===== config.mk =====
export PLATFORM = sky130hd
export DESIGN_NAME = idct_dequant_loader
export DESIGN_NICKNAME = d
export VERILOG_FILES = /design/src/rtl/idct_pkg.sv /design/src/rtl/idct_quant_ram.sv /design/src/rtl/idct_dequant_loader.sv
export SDC_FILE = /design/constraint.sdc
export NUM_CORES = 2
export LEC_CHECK = 0
export ABC_AREA = 1
export CAP_MARGIN = 5
export CORE_AREA = 2 2 626 441
export CTS_CLUSTER_SIZE = 16
export DETAILED_ROUTE_END_ITERATION = 10
export DIE_AREA = 0 0 628 443
export GPL_ROUTABILITY_DRIVEN = 0
export SKIP_CTS_REPAIR_TIMING = 1
export SLEW_MARGIN = 20
export SYNTH_ARGS = -nofsm -noshare
export SYNTH_HDL_FRONTEND = slang
export SYNTH_SLANG_ARGS = --single-unit

===== constraint.sdc =====
create_clock -name clk -period 8.5 [get_ports clk]
set_input_delay 1.7 -clock clk [delete_from_list [all_inputs] [get_ports clk]]
set_output_delay 1.7 -clock clk [all_outputs]
set_load 0.01 [all_outputs]

===== src/rtl/idct_pkg.sv =====
// Shared constants, coefficient type, zigzag scan table and the saturation
// helper used by the dequantizing loader in front of the IDCT core.
package idct_pkg;

   localparam int WIN   = 12;
   localparam int WOUT  = 9;
   localparam int WCOEF = 12;
   localparam int WQ    = 8;
   localparam int WP    = WCOEF + WQ + 1;
   localparam int NCOEF = 64;

   typedef logic signed [WIN-1:0] coef_t;

   // zigzag scan position -> natural (row-major) position
   localparam logic [5:0] ZIGZAG [NCOEF] = '{
       0,  1,  8, 16,  9,  2,  3, 10,
      17, 24, 32, 25, 18, 11,  4,  5,
      12, 19, 26, 33, 40, 48, 41, 34,
      27, 20, 13,  6,  7, 14, 21, 28,
      35, 42, 49, 56, 57, 50, 43, 36,
      29, 22, 15, 23, 30, 37, 44, 51,
      58, 59, 52, 45, 38, 31, 39, 46,
      53, 60, 61, 54, 47, 55, 62, 63
   };

   localparam logic signed [WP-1:0] PROD_MAX = WP'((1 << (WIN-1)) - 1);
   localparam logic signed [WP-1:0] PROD_MIN = WP'(-(1 << (WIN-1)));
   localparam coef_t COEF_MAX = {1'b0, {(WIN-1){1'b1}}};
   localparam coef_t COEF_MIN = {1'b1, {(WIN-1){1'b0}}};

   // clamp a full-width dequantized product into the IDCT input range
   function automatic coef_t sat_coef(input logic signed [WP-1:0] prod);
      if (prod > PROD_MAX)
         return COEF_MAX;
      else if (prod < PROD_MIN)
         return COEF_MIN;
      else
         return prod[WIN-1:0];
   endfunction

endpackage


===== src/rtl/idct_quant_ram.sv =====
// 64-entry quantization table: synchronous write, asynchronous read.
// Reset loads every entry with 1 so dequantization starts as identity.
module idct_quant_ram
   import idct_pkg::*;
(
   input  logic          clk,
   input  logic          rst,
   input  logic          q_we,
   input  logic [5:0]    q_addr,
   input  logic [WQ-1:0] q_data,
   input  logic [5:0]    rd_addr,
   output logic [WQ-1:0] rd_data
);

   logic [WQ-1:0] mem [NCOEF];

   // table update; reset restores identity scaling
   always_ff @(posedge clk) begin
      if (rst) begin
         for (int i = 0; i < NCOEF; i++)
            mem[i] <= WQ'(1);
      end else if (q_we) begin
         mem[q_addr] <= q_data;
      end
   end

   assign rd_data = mem[rd_addr];

endmodule


===== src/rtl/idct_dequant_loader.sv =====
// Serial zigzag coefficient stream -> dequantized, saturated, natural-order
// 64-coefficient block presented as one registered word for the IDCT core.
// Stage 1 (accept): zigzag lookup and multiply. Stage 2: saturate, scatter
// into the accumulation buffer and, on end of block, publish the block.
module idct_dequant_loader
   import idct_pkg::*;
(
   input  logic                    clk,
   input  logic                    rst,
   input  logic                    s_valid,
   output logic                    s_ready,
   input  logic signed [WCOEF-1:0] s_coef,
   input  logic                    s_last,
   input  logic                    q_we,
   input  logic [5:0]              q_addr,
   input  logic [WQ-1:0]           q_data,
   output logic [NCOEF*WIN-1:0]    out_block,
   output logic                    out_valid,
   output logic [15:0]             blk_count
);

   logic [5:0]             k;
   logic [5:0]             n_acc;
   logic [WQ-1:0]          q_val;
   logic                   accept;
   logic                   blk_end_acc;
   logic signed [WP-1:0]   coef_ext;
   logic signed [WP-1:0]   q_ext;
   logic signed [WP-1:0]   prod;

   logic                   p1_valid;
   logic signed [WP-1:0]   p1_prod;
   logic [5:0]             p1_n;
   logic                   p1_end;

   logic [NCOEF*WIN-1:0]   buffer;
   logic [NCOEF*WIN-1:0]   buf_wr;

   // table writes own the cycle, so the stream stalls while one is pending
   assign s_ready     = !rst && !q_we;
   assign accept      = s_valid && s_ready;
   assign n_acc       = ZIGZAG[k];
   assign blk_end_acc = s_last || (k == 6'd63);

   idct_quant_ram u_qram (
      .clk     (clk),
      .rst     (rst),
      .q_we    (q_we),
      .q_addr  (q_addr),
      .q_data  (q_data),
      .rd_addr (n_acc),
      .rd_data (q_val)
   );

   // signed coefficient times unsigned quant value, wide enough to never wrap
   assign coef_ext = WP'(s_coef);
   assign q_ext    = WP'(q_val);
   assign prod     = coef_ext * q_ext;

   // stage 1: capture product, target position and end-of-block; advance k
   always_ff @(posedge clk) begin
      if (rst) begin
         k        <= '0;
         p1_valid <= 1'b0;
         p1_prod  <= '0;
         p1_n     <= '0;
         p1_end   <= 1'b0;
      end else begin
         p1_valid <= accept;
         if (accept) begin
            p1_prod <= prod;
            p1_n    <= n_acc;
            p1_end  <= blk_end_acc;
            k       <= blk_end_acc ? 6'd0 : k + 6'd1;
         end
      end
   end

   // buffer contents with the current stage-2 write folded in
   always_comb begin
      buf_wr = buffer;
      if (p1_valid)
         buf_wr[p1_n*WIN +: WIN] = sat_coef(p1_prod);
   end

   // stage 2: scatter into buffer; on end of block publish it and start clean
   always_ff @(posedge clk) begin
      if (rst) begin
         buffer    <= '0;
         out_block <= '0;
         out_valid <= 1'b0;
         blk_count <= '0;
      end else begin
         out_valid <= 1'b0;
         if (p1_valid) begin
            if (p1_end) begin
               out_block <= buf_wr;
               buffer    <= '0;
               out_valid <= 1'b1;
               blk_count <= blk_count + 16'd1;
            end else begin
               buffer <= buf_wr;
            end
         end
      end
   end

endmodule


==> results.yml <==
synth:
  syn_nets: 14200
  synth-edff-count: 512
  synth_ff_type: "dfxtp_1"
  ys_warn_count: 0
  synth_common_cells: "3,904 x nand2_1, 1,778 x nor2_1, 1,588 x dfxtp_1"
  synth-async-reset-ratio_pct: 0
  synthCells: 14000
  ys_top_cells_by_area: "dfxtp_1 32%, edfxtp_1 15%, nand2_1 15%"
  avgSynthCellArea_sq_um: 7.14
  ys_ff_latch: 2100
  ys_types: 52
  synth.largest_area_cell: "dfxtp_1"
  syn_area_sq_um: 100000
  synth.most_common_cell: "nand2_1"
  synth.top_cell.area_share_pct: 31.7
  ys_seq_area_share_pct: 47.1
grt:
  globalRoute.busiestLayer: "met2"
  grt_pass1_vias: 84200
  grt_usage_pct: 28.8
  gr-usage-met1_pct: 39.0
  grt_use_met3_pct: 7.65
  grt_pass1_wl_microns: 595000
  met2_usage_pct: 41.5
  grt_overflow: 0
  grt_max_degree: 251
  antenna_found_initial: 39
drt:
  drc_errors: 9
  dr.first_iter.drc_count: 12100
  routed_wl_microns: 418000
  wl_per_cell_microns: 22.9
  drtAntennaViolNets: 0
  viasPerCell: 5.23
  dr.pass1.iters: 11
  vias: 95500
die:
  die_x_microns: 628
  dieArea_sq_um: 278000
  initial_core_util_pct: 36.7
  core_sq_um: 273000
  ios: 817
  rows: 161
  fp.dieH_microns: 443
power:
  p_sw_mw: 6.13
  pwr-share-clk_pct: 43.6
  ir_worst_vdd_uv: 173
  power_leakage_nw: 48.2
  p_seq_share_pct: 45.6
  internal_power_mw: 16.9
  swShare_pct: 26.6
  power_density_nw_per_um2: 194
  pwr-share-comb_pct: 10.8
timing:
  drv_slew: 0
  finalCriticalPeriod_ns: 7.96
  maxSlewHeadroom_pct: 11.6
  timing.fmax_mhz: 126
  period_share_pct: 93.7
  rsz0062_at_grt: "no"
  fin_setup_tns_ns: 0
  fin_worst_skew_ns: 0.107
  tightest_slew_ns: 1.32
  setup_viol: 0
  hold_viol_final: 0
setup_path:
  end_kind: "flip-flop"
  cp_slowest_stage_delay_ns: 0.73
  critical_path_class: "flip-flop to flip-flop"
  critPathRequiredTime_ns: 9.31
  cp_slowest_cell: "dfxtp_1"
  crit_arrival_ns: 8.77
  crit_path_max_fanout: 17
  critPathBufInv: 6
  critPathLaunchType: "flip-flop"
  cpMostUsedCell: "nand2_1"
  cp_top_family: "simple AND/OR/NAND/NOR gates"
layout:
  finalNonFillerCells: 18300
  num-nets-final: 14600
  drive_gt1_share_pct: 4.77
  area_growth_pct: 18.5
job:
  drv_cap: 0
clock_network:
  h-tree-depth: 4
  clockRootBuffer: "clkbuf_16"
  cts_sinks: 2100
  numCtsBuffers: 217
  cts_tree: "done"
  ctsLongestPathBuffers: 4
  clk_latency_ns: 0.95
  clk_pin_slew_ns: 0.06
min_path:
  min_path_type: "flip-flop to flip-flop"
placed_design:
  placed_cells: 17800
  io_buffers: 816
  place_hpwl_microns: 294000
outcome:
  violations: "design-rule violations"
  outcome: "finished with violations"
==> sequential cells by signal (all words and copies together) (netlist names) <==
name	cells
blk_count	16
buffer	768
k	6
out_block	768
out_valid	1
p1_end	1
p1_n	6
p1_prod	21
p1_valid	1
u_qram.mem	512
==> layout by cell type (no fill, tap or decap), drive strengths merged, types with 4 or more instances in the layout <==
cell type	n
a21o	195
a21oi	855
a31oi	10
buf	162
bufinv	22
clkbuf	306
clkdlybuf4s50	815
clkinv	57
clkinvlp	10
dfxtp	1588
diode	35
edfxtp	512
fa	79
ha	67
inv	1439
nand2	3918
nand3	1222
nand3b	9
nand4	118
nor2	1806
nor3	43
o211ai	67
o21a	17
o21ai	1137
o22ai	4
o31ai	4
or2	67
xnor2	6
xor2	10
==> area by class of cell <==
cell class	count	area, sq um
multi-input cells	9647	44400
well taps	3667	4590
clock buffers	305	6170
inverters	1448	5480
fillers	27700	154000
clock inverters	80	1080
diodes	35	87.6
flip-flops and latches	2100	47200
repair buffers	978	9750
==> power by group through the flow <==
stage	Combinational (mW)	Sequential, mW	Clock, mW
CTS	2.47	10.5	10.1
floorplan	1.70	10.7	0
global placement	2.45	10.7	0
detailed placement	2.45	10.7	0
finish	2.49	10.5	10.0
global route	2.79	10.5	10.5
==> kinds of logic (layout without fill, tap and decap cells) <==
logic type      after synthesis  after routing  share of synthesized area [%]
xor+xnor                     16             16                          0.159
other cells                   0             35                              0
buf+inv                    2293           2811                           8.78
fa+ha+maj                   146            146                           2.41
flops                      2100           2100                           47.1
simple gates               7188           7188                           29.3
compound gates             2297           2297                           12.2
==> stage by stage <==
stage          power [mW]  worst slack [ns]  hold slack [ns]  area (sq um)  utilization [%]
6_report             23.0             0.537            0.462        119000             43.5
4_1_cts              23.1             0.529            0.461        119000             43.5
3_5_place_dp         13.2             0.502            0.451        111000             40.8
2_1_floorplan        12.4              1.86            0.440        100000                -
5_1_grt              23.8            0.0524            0.476        119000             43.5
3_3_place_gp         13.2             0.597            0.448        111000             40.8
==> final timing paths <==
check	from	endpoint	slack, ns	cells after the start
max reg2reg	k[3]	p1_prod[18]	0.54	34
min reg2reg	buffer[281]	buffer[281]	0.46	2
max	k[3]	p1_prod[18]	0.54	34
min	buffer[281]	buffer[281]	0.46	2
==> worst min-delay path, delay by kind of cell, from the launching register on <==
family,cells,cell delay (ns)
flops,1,0.31
compound gates,1,0.05
simple gates,1,0.06
==> per-layer routing <==
| layer | part of all wire [%] | vias up | routed length, microns |
|---|---|---|---|
| li1 | - | 45600 | - |
| met3 | 10 | 826 | 42700 |
| met5 | 0.18 | - | 741 |
| met1 | 42 | 44500 | 175000 |
| met2 | 42 | 4535 | 174000 |
| met4 | 6.1 | 17 | 25400 |
(Power assumes the default switching activity.)
